### config.mk
export PLATFORM = sky130hd
export DESIGN_NAME = simt_reconv_stack_mw_flat
export DESIGN_NICKNAME = d
export VERILOG_FILES = /design/src/rtl/simt_reconv_stack_mw_pkg.sv /design/src/rtl/simt_reconv_stack_mw_if.sv /design/src/rtl/simt_reconv_stack_mw_bank.sv /design/src/rtl/simt_reconv_stack_mw.sv /design/src/flat_wrapper.sv
export SDC_FILE = /design/constraint.sdc
export NUM_CORES = 2
export LEC_CHECK = 0
export CAP_MARGIN = 40
export CORE_MARGIN = 3
export CORE_UTILIZATION = 68
export CTS_CLUSTER_DIAMETER = 200
export DETAILED_ROUTE_END_ITERATION = 8
export HOLD_SLACK_MARGIN = 0.15
export PLACE_DENSITY = 0.86
export SETUP_SLACK_MARGIN = 0.4
export SYNTH_ARGS = -nofsm -noshare
export SYNTH_HDL_FRONTEND = slang
export SYNTH_HIERARCHICAL = 1
export SYNTH_SLANG_ARGS = --single-unit
### constraint.sdc
create_clock -name clk -period 23.1 [get_ports clk]
set_input_delay 3.465 -clock clk [delete_from_list [all_inputs] [get_ports clk]]
set_output_delay 3.465 -clock clk [all_outputs]
set_load 0.02 [all_outputs]
### src/rtl/simt_reconv_stack_mw_pkg.sv
// Shared defaults and helpers for the multi-warp SIMT reconvergence stack.
// An entry is stored packed as {rpc, jpc, mask}, ENTRY_W bits wide.
package simt_reconv_stack_mw_pkg;
  localparam int DEF_NUM_WARP   = 4;
  localparam int DEF_NUM_THREAD = 8;
  localparam int DEF_DEPTH      = 8;
  localparam int DEF_PC_WIDTH   = 32;
  localparam int ENTRY_W        = 2 * DEF_PC_WIDTH + DEF_NUM_THREAD;

  // Index width that stays legal when the indexed set has a single element.
  function automatic int clog2_min1(input int v);
    return (v > 1) ? $clog2(v) : 1;
  endfunction
endpackage

### src/rtl/simt_reconv_stack_mw_if.sv
// Request/response/status bundle of the reconvergence stack.
// master drives requests; slave is the stack itself.
interface simt_reconv_stack_mw_if
  import simt_reconv_stack_mw_pkg::*;
#(
  parameter int NUM_WARP   = DEF_NUM_WARP,
  parameter int NUM_THREAD = DEF_NUM_THREAD,
  parameter int PC_WIDTH   = DEF_PC_WIDTH
);
  localparam int WID_W = clog2_min1(NUM_WARP);

  logic                  push_i;
  logic [WID_W-1:0]      push_wid_i;
  logic [PC_WIDTH-1:0]   push_recon_pc_i;
  logic [PC_WIDTH-1:0]   push_jump_pc_i;
  logic [NUM_THREAD-1:0] push_new_mask_i;
  logic [NUM_THREAD-1:0] push_thread_mask_i;
  logic                  pop_i;
  logic [WID_W-1:0]      pop_wid_i;
  logic [PC_WIDTH-1:0]   pc_execute_i;
  logic                  flush_i;
  logic [WID_W-1:0]      flush_wid_i;
  logic                  resp_valid_o;
  logic [WID_W-1:0]      resp_wid_o;
  logic                  resp_jump_o;
  logic [PC_WIDTH-1:0]   resp_pc_o;
  logic [NUM_THREAD-1:0] resp_mask_o;
  logic [NUM_WARP-1:0]   empty_o;
  logic [NUM_WARP-1:0]   full_o;
  logic [NUM_WARP-1:0]   overflow_o;

  modport master (
    output push_i, push_wid_i, push_recon_pc_i, push_jump_pc_i, push_new_mask_i,
           push_thread_mask_i, pop_i, pop_wid_i, pc_execute_i, flush_i, flush_wid_i,
    input  resp_valid_o, resp_wid_o, resp_jump_o, resp_pc_o, resp_mask_o,
           empty_o, full_o, overflow_o
  );

  modport slave (
    input  push_i, push_wid_i, push_recon_pc_i, push_jump_pc_i, push_new_mask_i,
           push_thread_mask_i, pop_i, pop_wid_i, pc_execute_i, flush_i, flush_wid_i,
    output resp_valid_o, resp_wid_o, resp_jump_o, resp_pc_o, resp_mask_o,
           empty_o, full_o, overflow_o
  );
endinterface

### src/rtl/simt_reconv_stack_mw_bank.sv
// One warp's divergence stack: storage, stack pointer, overflow flag, TOS match.
// Requests arrive already arbitrated; at most one of push/pop/flush acts per edge.
module simt_reconv_stack_mw_bank
  import simt_reconv_stack_mw_pkg::*;
#(
  parameter int NUM_THREAD = DEF_NUM_THREAD,
  parameter int DEPTH      = DEF_DEPTH,
  parameter int PC_WIDTH   = DEF_PC_WIDTH
) (
  input  logic                  clk,
  input  logic                  rst_n,
  input  logic                  push,
  input  logic                  pop,
  input  logic                  flush,
  input  logic [PC_WIDTH-1:0]   recon_pc,
  input  logic [PC_WIDTH-1:0]   jump_pc,
  input  logic [NUM_THREAD-1:0] new_mask,
  input  logic [NUM_THREAD-1:0] thread_mask,
  input  logic [PC_WIDTH-1:0]   pc_execute,
  output logic                  tos_hit,
  output logic [PC_WIDTH-1:0]   tos_jpc,
  output logic [NUM_THREAD-1:0] tos_mask,
  output logic                  empty,
  output logic                  full,
  output logic                  overflow
);
  localparam int SP_W  = $clog2(DEPTH + 1);
  localparam int IDX_W = clog2_min1(DEPTH);
  localparam int EW    = 2 * PC_WIDTH + NUM_THREAD;

  logic [SP_W-1:0]  sp_r;
  logic             ovf_r;
  logic [EW-1:0]    mem_r [DEPTH];
  logic             room_s;
  logic [IDX_W-1:0] tos_idx_s;
  logic [IDX_W-1:0] wr_idx_s;
  logic [IDX_W-1:0] wr_idx1_s;
  logic [EW-1:0]    tos_s;

  // Top-of-stack read, match against the executing PC, and status flags.
  always_comb begin
    room_s    = (sp_r <= SP_W'(DEPTH - 2));
    wr_idx_s  = sp_r[IDX_W-1:0];
    wr_idx1_s = wr_idx_s + {{(IDX_W-1){1'b0}}, 1'b1};
    if (sp_r != {SP_W{1'b0}}) begin
      tos_idx_s = IDX_W'(sp_r - {{(SP_W-1){1'b0}}, 1'b1});
    end else begin
      tos_idx_s = {IDX_W{1'b0}};
    end
    tos_s    = mem_r[tos_idx_s];
    tos_hit  = (sp_r != {SP_W{1'b0}}) && (tos_s[EW-1 -: PC_WIDTH] == pc_execute);
    tos_jpc  = tos_s[NUM_THREAD +: PC_WIDTH];
    tos_mask = tos_s[NUM_THREAD-1:0];
    empty    = (sp_r == {SP_W{1'b0}});
    full     = !room_s;
    overflow = ovf_r;
  end

  // Stack pointer and sticky overflow flag.
  always_ff @(posedge clk or negedge rst_n) begin
    if (!rst_n) begin
      sp_r  <= {SP_W{1'b0}};
      ovf_r <= 1'b0;
    end else if (flush) begin
      sp_r  <= {SP_W{1'b0}};
      ovf_r <= 1'b0;
    end else if (push) begin
      if (room_s) begin
        sp_r <= sp_r + SP_W'(2);
      end else begin
        ovf_r <= 1'b1;
      end
    end else if (pop && tos_hit) begin
      sp_r <= sp_r - {{(SP_W-1){1'b0}}, 1'b1};
    end else begin
      sp_r <= sp_r;
    end
  end

  // Entry storage: join entry below, taken-path entry on top.
  always_ff @(posedge clk) begin
    if (push && !flush && room_s) begin
      mem_r[wr_idx_s]  <= {recon_pc, recon_pc, thread_mask};
      mem_r[wr_idx1_s] <= {recon_pc, jump_pc, new_mask};
    end
  end
endmodule

### src/rtl/simt_reconv_stack_mw.sv
// Multi-warp SIMT divergence/reconvergence stack: per-warp banks, same-warp
// arbitration (flush > push > pop) and a registered pop response.
module simt_reconv_stack_mw
  import simt_reconv_stack_mw_pkg::*;
#(
  parameter int NUM_WARP   = DEF_NUM_WARP,
  parameter int NUM_THREAD = DEF_NUM_THREAD,
  parameter int DEPTH      = DEF_DEPTH,
  parameter int PC_WIDTH   = DEF_PC_WIDTH
) (
  input logic                  clk,
  input logic                  rst_n,
  simt_reconv_stack_mw_if.slave bus
);
  localparam int WID_W = clog2_min1(NUM_WARP);

  logic [NUM_WARP-1:0]   flush_s;
  logic [NUM_WARP-1:0]   push_s;
  logic [NUM_WARP-1:0]   pop_s;
  logic                  hit_s   [NUM_WARP];
  logic [PC_WIDTH-1:0]   jpc_s   [NUM_WARP];
  logic [NUM_THREAD-1:0] mask_s  [NUM_WARP];
  logic                  empty_s [NUM_WARP];
  logic                  full_s  [NUM_WARP];
  logic                  ovf_s   [NUM_WARP];
  logic [NUM_WARP-1:0]   empty_v_s;
  logic [NUM_WARP-1:0]   full_v_s;
  logic [NUM_WARP-1:0]   ovf_v_s;
  logic                  jump_s;
  logic                  resp_valid_r;
  logic [WID_W-1:0]      resp_wid_r;
  logic                  resp_jump_r;
  logic [PC_WIDTH-1:0]   resp_pc_r;
  logic [NUM_THREAD-1:0] resp_mask_r;

  // Warp-id decode with same-warp priority, and status vector packing.
  always_comb begin
    for (int w = 0; w < NUM_WARP; w++) begin
      flush_s[w]   = bus.flush_i && (bus.flush_wid_i == WID_W'(w));
      push_s[w]    = bus.push_i && (bus.push_wid_i == WID_W'(w)) && !flush_s[w];
      pop_s[w]     = bus.pop_i && (bus.pop_wid_i == WID_W'(w)) && !flush_s[w] && !push_s[w];
      empty_v_s[w] = empty_s[w];
      full_v_s[w]  = full_s[w];
      ovf_v_s[w]   = ovf_s[w];
    end
    jump_s = pop_s[bus.pop_wid_i] && hit_s[bus.pop_wid_i];
  end

  for (genvar g = 0; g < NUM_WARP; g++) begin : g_bank
    simt_reconv_stack_mw_bank #(
      .NUM_THREAD (NUM_THREAD),
      .DEPTH      (DEPTH),
      .PC_WIDTH   (PC_WIDTH)
    ) u_bank (
      .clk         (clk),
      .rst_n       (rst_n),
      .push        (push_s[g]),
      .pop         (pop_s[g]),
      .flush       (flush_s[g]),
      .recon_pc    (bus.push_recon_pc_i),
      .jump_pc     (bus.push_jump_pc_i),
      .new_mask    (bus.push_new_mask_i),
      .thread_mask (bus.push_thread_mask_i),
      .pc_execute  (bus.pc_execute_i),
      .tos_hit     (hit_s[g]),
      .tos_jpc     (jpc_s[g]),
      .tos_mask    (mask_s[g]),
      .empty       (empty_s[g]),
      .full        (full_s[g]),
      .overflow    (ovf_s[g])
    );
  end

  // Pop response register: one pulse per pop, redirect fields zero unless jumping.
  always_ff @(posedge clk or negedge rst_n) begin
    if (!rst_n) begin
      resp_valid_r <= 1'b0;
      resp_wid_r   <= {WID_W{1'b0}};
      resp_jump_r  <= 1'b0;
      resp_pc_r    <= {PC_WIDTH{1'b0}};
      resp_mask_r  <= {NUM_THREAD{1'b0}};
    end else if (bus.pop_i) begin
      resp_valid_r <= 1'b1;
      resp_wid_r   <= bus.pop_wid_i;
      resp_jump_r  <= jump_s;
      resp_pc_r    <= jump_s ? jpc_s[bus.pop_wid_i] : {PC_WIDTH{1'b0}};
      resp_mask_r  <= jump_s ? mask_s[bus.pop_wid_i] : {NUM_THREAD{1'b0}};
    end else begin
      resp_valid_r <= 1'b0;
      resp_wid_r   <= {WID_W{1'b0}};
      resp_jump_r  <= 1'b0;
      resp_pc_r    <= {PC_WIDTH{1'b0}};
      resp_mask_r  <= {NUM_THREAD{1'b0}};
    end
  end

  assign bus.resp_valid_o = resp_valid_r;
  assign bus.resp_wid_o   = resp_wid_r;
  assign bus.resp_jump_o  = resp_jump_r;
  assign bus.resp_pc_o    = resp_pc_r;
  assign bus.resp_mask_o  = resp_mask_r;
  assign bus.empty_o      = empty_v_s;
  assign bus.full_o       = full_v_s;
  assign bus.overflow_o   = ovf_v_s;
endmodule

### src/flat_wrapper.sv
// flat-port wrapper written by rule: the top's interface ports become plain ports
module simt_reconv_stack_mw_flat import simt_reconv_stack_mw_pkg::*;
#(
  parameter int NUM_WARP   = DEF_NUM_WARP,
  parameter int NUM_THREAD = DEF_NUM_THREAD,
  parameter int DEPTH      = DEF_DEPTH,
  parameter int PC_WIDTH   = DEF_PC_WIDTH
)
  (clk, rst_n, bus_push_i, bus_push_wid_i, bus_push_recon_pc_i, bus_push_jump_pc_i, bus_push_new_mask_i, bus_push_thread_mask_i, bus_pop_i, bus_pop_wid_i, bus_pc_execute_i, bus_flush_i, bus_flush_wid_i, bus_resp_valid_o, bus_resp_wid_o, bus_resp_jump_o, bus_resp_pc_o, bus_resp_mask_o, bus_empty_o, bus_full_o, bus_overflow_o);
  simt_reconv_stack_mw_if #(.NUM_WARP(NUM_WARP), .NUM_THREAD(NUM_THREAD), .PC_WIDTH(PC_WIDTH)) bus_i ();
  input logic clk;
  input logic rst_n;
  input wire logic [$bits(bus_i.push_i)-1:0] bus_push_i;
  input wire logic [$bits(bus_i.push_wid_i)-1:0] bus_push_wid_i;
  input wire logic [$bits(bus_i.push_recon_pc_i)-1:0] bus_push_recon_pc_i;
  input wire logic [$bits(bus_i.push_jump_pc_i)-1:0] bus_push_jump_pc_i;
  input wire logic [$bits(bus_i.push_new_mask_i)-1:0] bus_push_new_mask_i;
  input wire logic [$bits(bus_i.push_thread_mask_i)-1:0] bus_push_thread_mask_i;
  input wire logic [$bits(bus_i.pop_i)-1:0] bus_pop_i;
  input wire logic [$bits(bus_i.pop_wid_i)-1:0] bus_pop_wid_i;
  input wire logic [$bits(bus_i.pc_execute_i)-1:0] bus_pc_execute_i;
  input wire logic [$bits(bus_i.flush_i)-1:0] bus_flush_i;
  input wire logic [$bits(bus_i.flush_wid_i)-1:0] bus_flush_wid_i;
  output wire logic [$bits(bus_i.resp_valid_o)-1:0] bus_resp_valid_o;
  output wire logic [$bits(bus_i.resp_wid_o)-1:0] bus_resp_wid_o;
  output wire logic [$bits(bus_i.resp_jump_o)-1:0] bus_resp_jump_o;
  output wire logic [$bits(bus_i.resp_pc_o)-1:0] bus_resp_pc_o;
  output wire logic [$bits(bus_i.resp_mask_o)-1:0] bus_resp_mask_o;
  output wire logic [$bits(bus_i.empty_o)-1:0] bus_empty_o;
  output wire logic [$bits(bus_i.full_o)-1:0] bus_full_o;
  output wire logic [$bits(bus_i.overflow_o)-1:0] bus_overflow_o;
  assign bus_i.push_i = bus_push_i;
  assign bus_i.push_wid_i = bus_push_wid_i;
  assign bus_i.push_recon_pc_i = bus_push_recon_pc_i;
  assign bus_i.push_jump_pc_i = bus_push_jump_pc_i;
  assign bus_i.push_new_mask_i = bus_push_new_mask_i;
  assign bus_i.push_thread_mask_i = bus_push_thread_mask_i;
  assign bus_i.pop_i = bus_pop_i;
  assign bus_i.pop_wid_i = bus_pop_wid_i;
  assign bus_i.pc_execute_i = bus_pc_execute_i;
  assign bus_i.flush_i = bus_flush_i;
  assign bus_i.flush_wid_i = bus_flush_wid_i;
  assign bus_resp_valid_o = bus_i.resp_valid_o;
  assign bus_resp_wid_o = bus_i.resp_wid_o;
  assign bus_resp_jump_o = bus_i.resp_jump_o;
  assign bus_resp_pc_o = bus_i.resp_pc_o;
  assign bus_resp_mask_o = bus_i.resp_mask_o;
  assign bus_empty_o = bus_i.empty_o;
  assign bus_full_o = bus_i.full_o;
  assign bus_overflow_o = bus_i.overflow_o;
  simt_reconv_stack_mw #(.NUM_WARP(NUM_WARP), .NUM_THREAD(NUM_THREAD), .DEPTH(DEPTH), .PC_WIDTH(PC_WIDTH)) u_core (.clk(clk), .rst_n(rst_n), .bus(bus_i));
endmodule
==> results.txt <==
Worst R2R Path Depth: 17
Crit path capture type: output pin
Cts hold-fix bufs: 0
Clk pin slew, worst setup/hold paths: 0.06 ns
# setup viols final: 0
Antenna violations before repair: 9
Cell count after placement: 10,343
Worst path cell trace: inv_4 > ha_2 > or3b_1 > inv_4 > clkdlybuf4s50_1
Antenna-violating nets left: 0
Worst-path maximum fanout: 47
Post-DP HPWL: 195 mm
Async set-or-reset flop fraction in the synthesized netlist: 2.70%
Worst Setup Start Kind: flip-flop
Ranking of synthesized cells by area: edfxtp_1 60%, mux2_2 14%, nand2_1 2.7%
Syn_nets: 8,551
Hold_sp: u_core/g_bank[2].u_bank/overflow
Clk Latency, worst-skew pair: 0.90 ns
Fin Clk Skew: 0.0419 ns
Number of global-route vias before repair: 79,038
Crit path largest cell delay: 0.87 ns
Number of buffers added for setup after CTS: 0
Slew margin rel.: 30.3%
Num Clock Sinks: 2,368
Syn Inst Count: 8,396
Leak pwr: 41.4 nW
Layout Cells excl Fill: 10,769
Main synth FF type: edfxtp_1
Num ports: 179
Seq cells post-synth: 2,368
TritonCTS Buffers: 226
Maxcap violations: 0
HP Class: flip-flop to flip-flop
WP buf/inv: 3
DRT iter0 DRCs: 13,137
Final setup TNS: 0 ns
Syn Area/Cell: 13.6 sq um
Post-synthesis cell type count: 112
Critical path depth: 5
Worst Hold Depth: 2
# rows: 149
Worst Tran Pin Value: 1.05 ns
Share of the synthesized area in the top cell type: 60.5%
DR vias/cell: 7.49
Die H: 416 microns
Routability cong.: 0.937
Cell taking the most area after synthesis: edfxtp_1
Critical Path RT: 19.64 ns
Pwr dens: 92.8 nW/um^2
Slowest CP cell: clkdlybuf4s50_1
CTS tree: built
Die Wd: 416 microns
Initial Utilization: 68.9%
Post-synth EDFFs: 2,304
Storage element area: 70,800 sq um
Share of cells above drive strength 1: 25.5%
R2r setup slk: 15.97 ns
Post-synth design cell area: 114,000 sq um
Total GRT Usage: 39.8%
First-pass GRT wire length: 511 mm
FILL cells: 9,445
Min Tclk post-route: 7.67 ns
Outcome: completed
Min-Delay Endpoint: u_core/g_bank[2].u_bank/overflow
Post_cts resized: 0
Crit path top cell by count: inv_4
Drt pass-1 iters: 8
Register area share after synthesis: 61.9%
Max clock buf depth: 3
Core footprint: 166,000 sq um
Nets@finish: 8,540
CP arrival: 4.20 ns
DRC: 0
Die area: 173,000 sq um
Multi-input logic area: 41,100 sq um
Area delta synth->final: 10.3%
Final Hold Violating Endpoints: 0
Pin count of the biggest net entering global routing: 135
R2r endpoint: u_core/bus.resp_pc_o[16]
Unrepaired setup endpoints after global routing: false
Number of synthesis warnings: 6
Via count: 80,628
FF-to-FF Start: u_core/g_bank[0].u_bank/sp_r[0]
Critical path class: flip-flop to output pin
H-tree depth: 4
Worst VDD drop: 0.0963 mV
Fmax: 130 MHz
PortBufs: 178
Gr ovfl total: 0
CP top delay family: buffers and inverters
DRT Wirelength: 351 mm
Drt wl/cell: 32.6 microns
Util after Layout: 76.0%
Final period utilization: 33.2%
Root buffer cell: clkbuf_16
Max-slew violation count: 0
cell usage in the layout, fill, tap and decap left out, types with 26 or more instances in the layout:
cell,netlist,final
clkinv_1,5,40
a221oi_1,54,54
clkbuf_16,0,231
xor2_1,38,38
o32ai_2,38,38
or3_1,352,352
inv_1,59,55
dfrtp_1,64,60
ha_1,32,28
edfxtp_1,2304,2304
nor2b_1,27,26
buf_2,103,44
o211ai_1,358,358
o2bb2ai_1,56,56
a2111oi_0,45,45
buf_4,14,197
nor3_1,72,57
a31oi_1,179,179
nand3_1,384,372
mux2i_1,208,208
o22ai_1,49,49
a211oi_1,50,50
nand2b_1,40,40
xnor2_1,59,59
nand2_1,818,796
clkinv_2,0,34
and3_1,30,30
nor4_1,59,59
o21ai_0,94,91
mux2_2,1373,1373
and2_1,52,52
buf_16,0,28
a21oi_1,266,266
clkbuf_1,394,79
clkdlybuf4s50_1,0,131
nor2_1,165,157
power by group:
part / internal (W) / switching (W)
Clock: 0.00206 / 0.00160
Sequential: 0.00484 / 0.0000355
Combinational: 0.00101 / 0.00217
Total: 0.00791 / 0.00381
state kept, by name, indices dropped and copies added (netlist names):
name / flops
u_core/bus.resp_mask_o: 8
u_core/g_bank.u_bank/mem_r: 2304
u_core/bus.resp_wid_o: 2
u_core/bus.resp_valid_o: 1
u_core/g_bank.u_bank/sp_r: 16
u_core/bus.resp_jump_o: 1
u_core/bus.resp_pc_o: 32
u_core/g_bank.u_bank/overflow: 4
per-layer routing:
metal	vias to the layer above	wire (microns)	global-route usage (%)
li1	32848	-	-
met1	39358	117000	50.8
met2	6878	156000	59.5
met3	1538	43900	8.13
met4	6	34300	32.0
met5	-	41	0
cell usage after synthesis, types with 23 or more instances:
library cell  instances
edfxtp_1           2304
o21ai_0              94
nand2_1             818
o32ai_2              38
nor3_1               72
a21oi_1             266
buf_1               124
and2_1               52
a221oi_1             54
xor2_1               38
mux2_2             1373
buf_6                23
ha_1                 32
or3_1               352
and3_1               30
buf_2               103
nor2_1              165
a211oi_1             50
a2111oi_0            45
xnor2_1              59
a31oi_1             179
dfrtp_1              64
inv_1                59
clkbuf_1            394
nor2b_1              27
o2bb2ai_1            56
mux2i_1             208
nand2b_1             40
nand3_1             384
a2bb2oi_1            25
nor4_1               59
o211ai_1            358
o22ai_1              49
how the worst max path moves through the flow:
stage | start | slack [ns] | to
floorplan | bus_flush_wid_i[1] | 12.76 | u_core/g_bank[2].u_bank/mem_r[0][0]
global placement | bus_push_wid_i[1] | 14.55 | u_core/g_bank[0].u_bank/mem_r[5][0]
detailed placement | bus_push_wid_i[1] | 14.91 | u_core/g_bank[0].u_bank/mem_r[5][3]
CTS | u_core/g_bank[0].u_bank/sp_r[0] | 15.45 | bus_empty_o[0]
global route | u_core/g_bank[0].u_bank/sp_r[0] | 15.35 | bus_empty_o[0]
finish | u_core/g_bank[0].u_bank/sp_r[0] | 15.43 | bus_empty_o[0]
tightest hold or removal path, stage by stage (launching register included):
cell	delay, ns
dfrtp_1	0.35
a21oi_1	0.04
nor2_1	0.07
cell type report:
class,count,share of cell area [%]
Tap cell,2189,2.17
Inverter,68,0.230
Antenna cell,2,0.00397
Clock inverter,107,0.852
Clock buffer,314,4.86
Timing Repair Buffer,419,3.22
Multi-Input combinational cell,5302,32.6
Sequential cell,2368,56.1
through the flow:
| step | total power, W | setup slack, ns | area [sq um] | hold slack (ns) |
|---|---|---|---|---|
| 4_1_cts | 0.0116 | 15.45 | 126000 | 0.507 |
| 2_1_floorplan | 0.00688 | 12.76 | 114000 | 0.531 |
| 6_report | 0.0117 | 15.43 | 126000 | 0.508 |
| 5_1_grt | 0.0120 | 15.35 | 126000 | 0.543 |
| 3_5_place_dp | 0.00798 | 14.91 | 119000 | 0.494 |
| 3_3_place_gp | 0.00784 | 14.55 | 118000 | 0.494 |
cell families (layout without fill, tap and decap cells):
| group | after synthesis | in the layout | share of synthesized area (%) |
|---|---|---|---|
| DFF | 2368 | 2368 | 61.9 |
| adders and majority gates | 32 | 32 | 0.350 |
| xor gates and xnor gates | 98 | 98 | 0.757 |
| other | 0 | 2 | 0 |
| AOI/OAI and AO/OA | 1477 | 1477 | 9.50 |
| muxes | 1604 | 1604 | 15.8 |
| buffers and inverters | 726 | 908 | 2.71 |
| and+or+nand+nor | 2091 | 2091 | 9.00 |
Note: power is estimated with default switching activity, not from simulation.
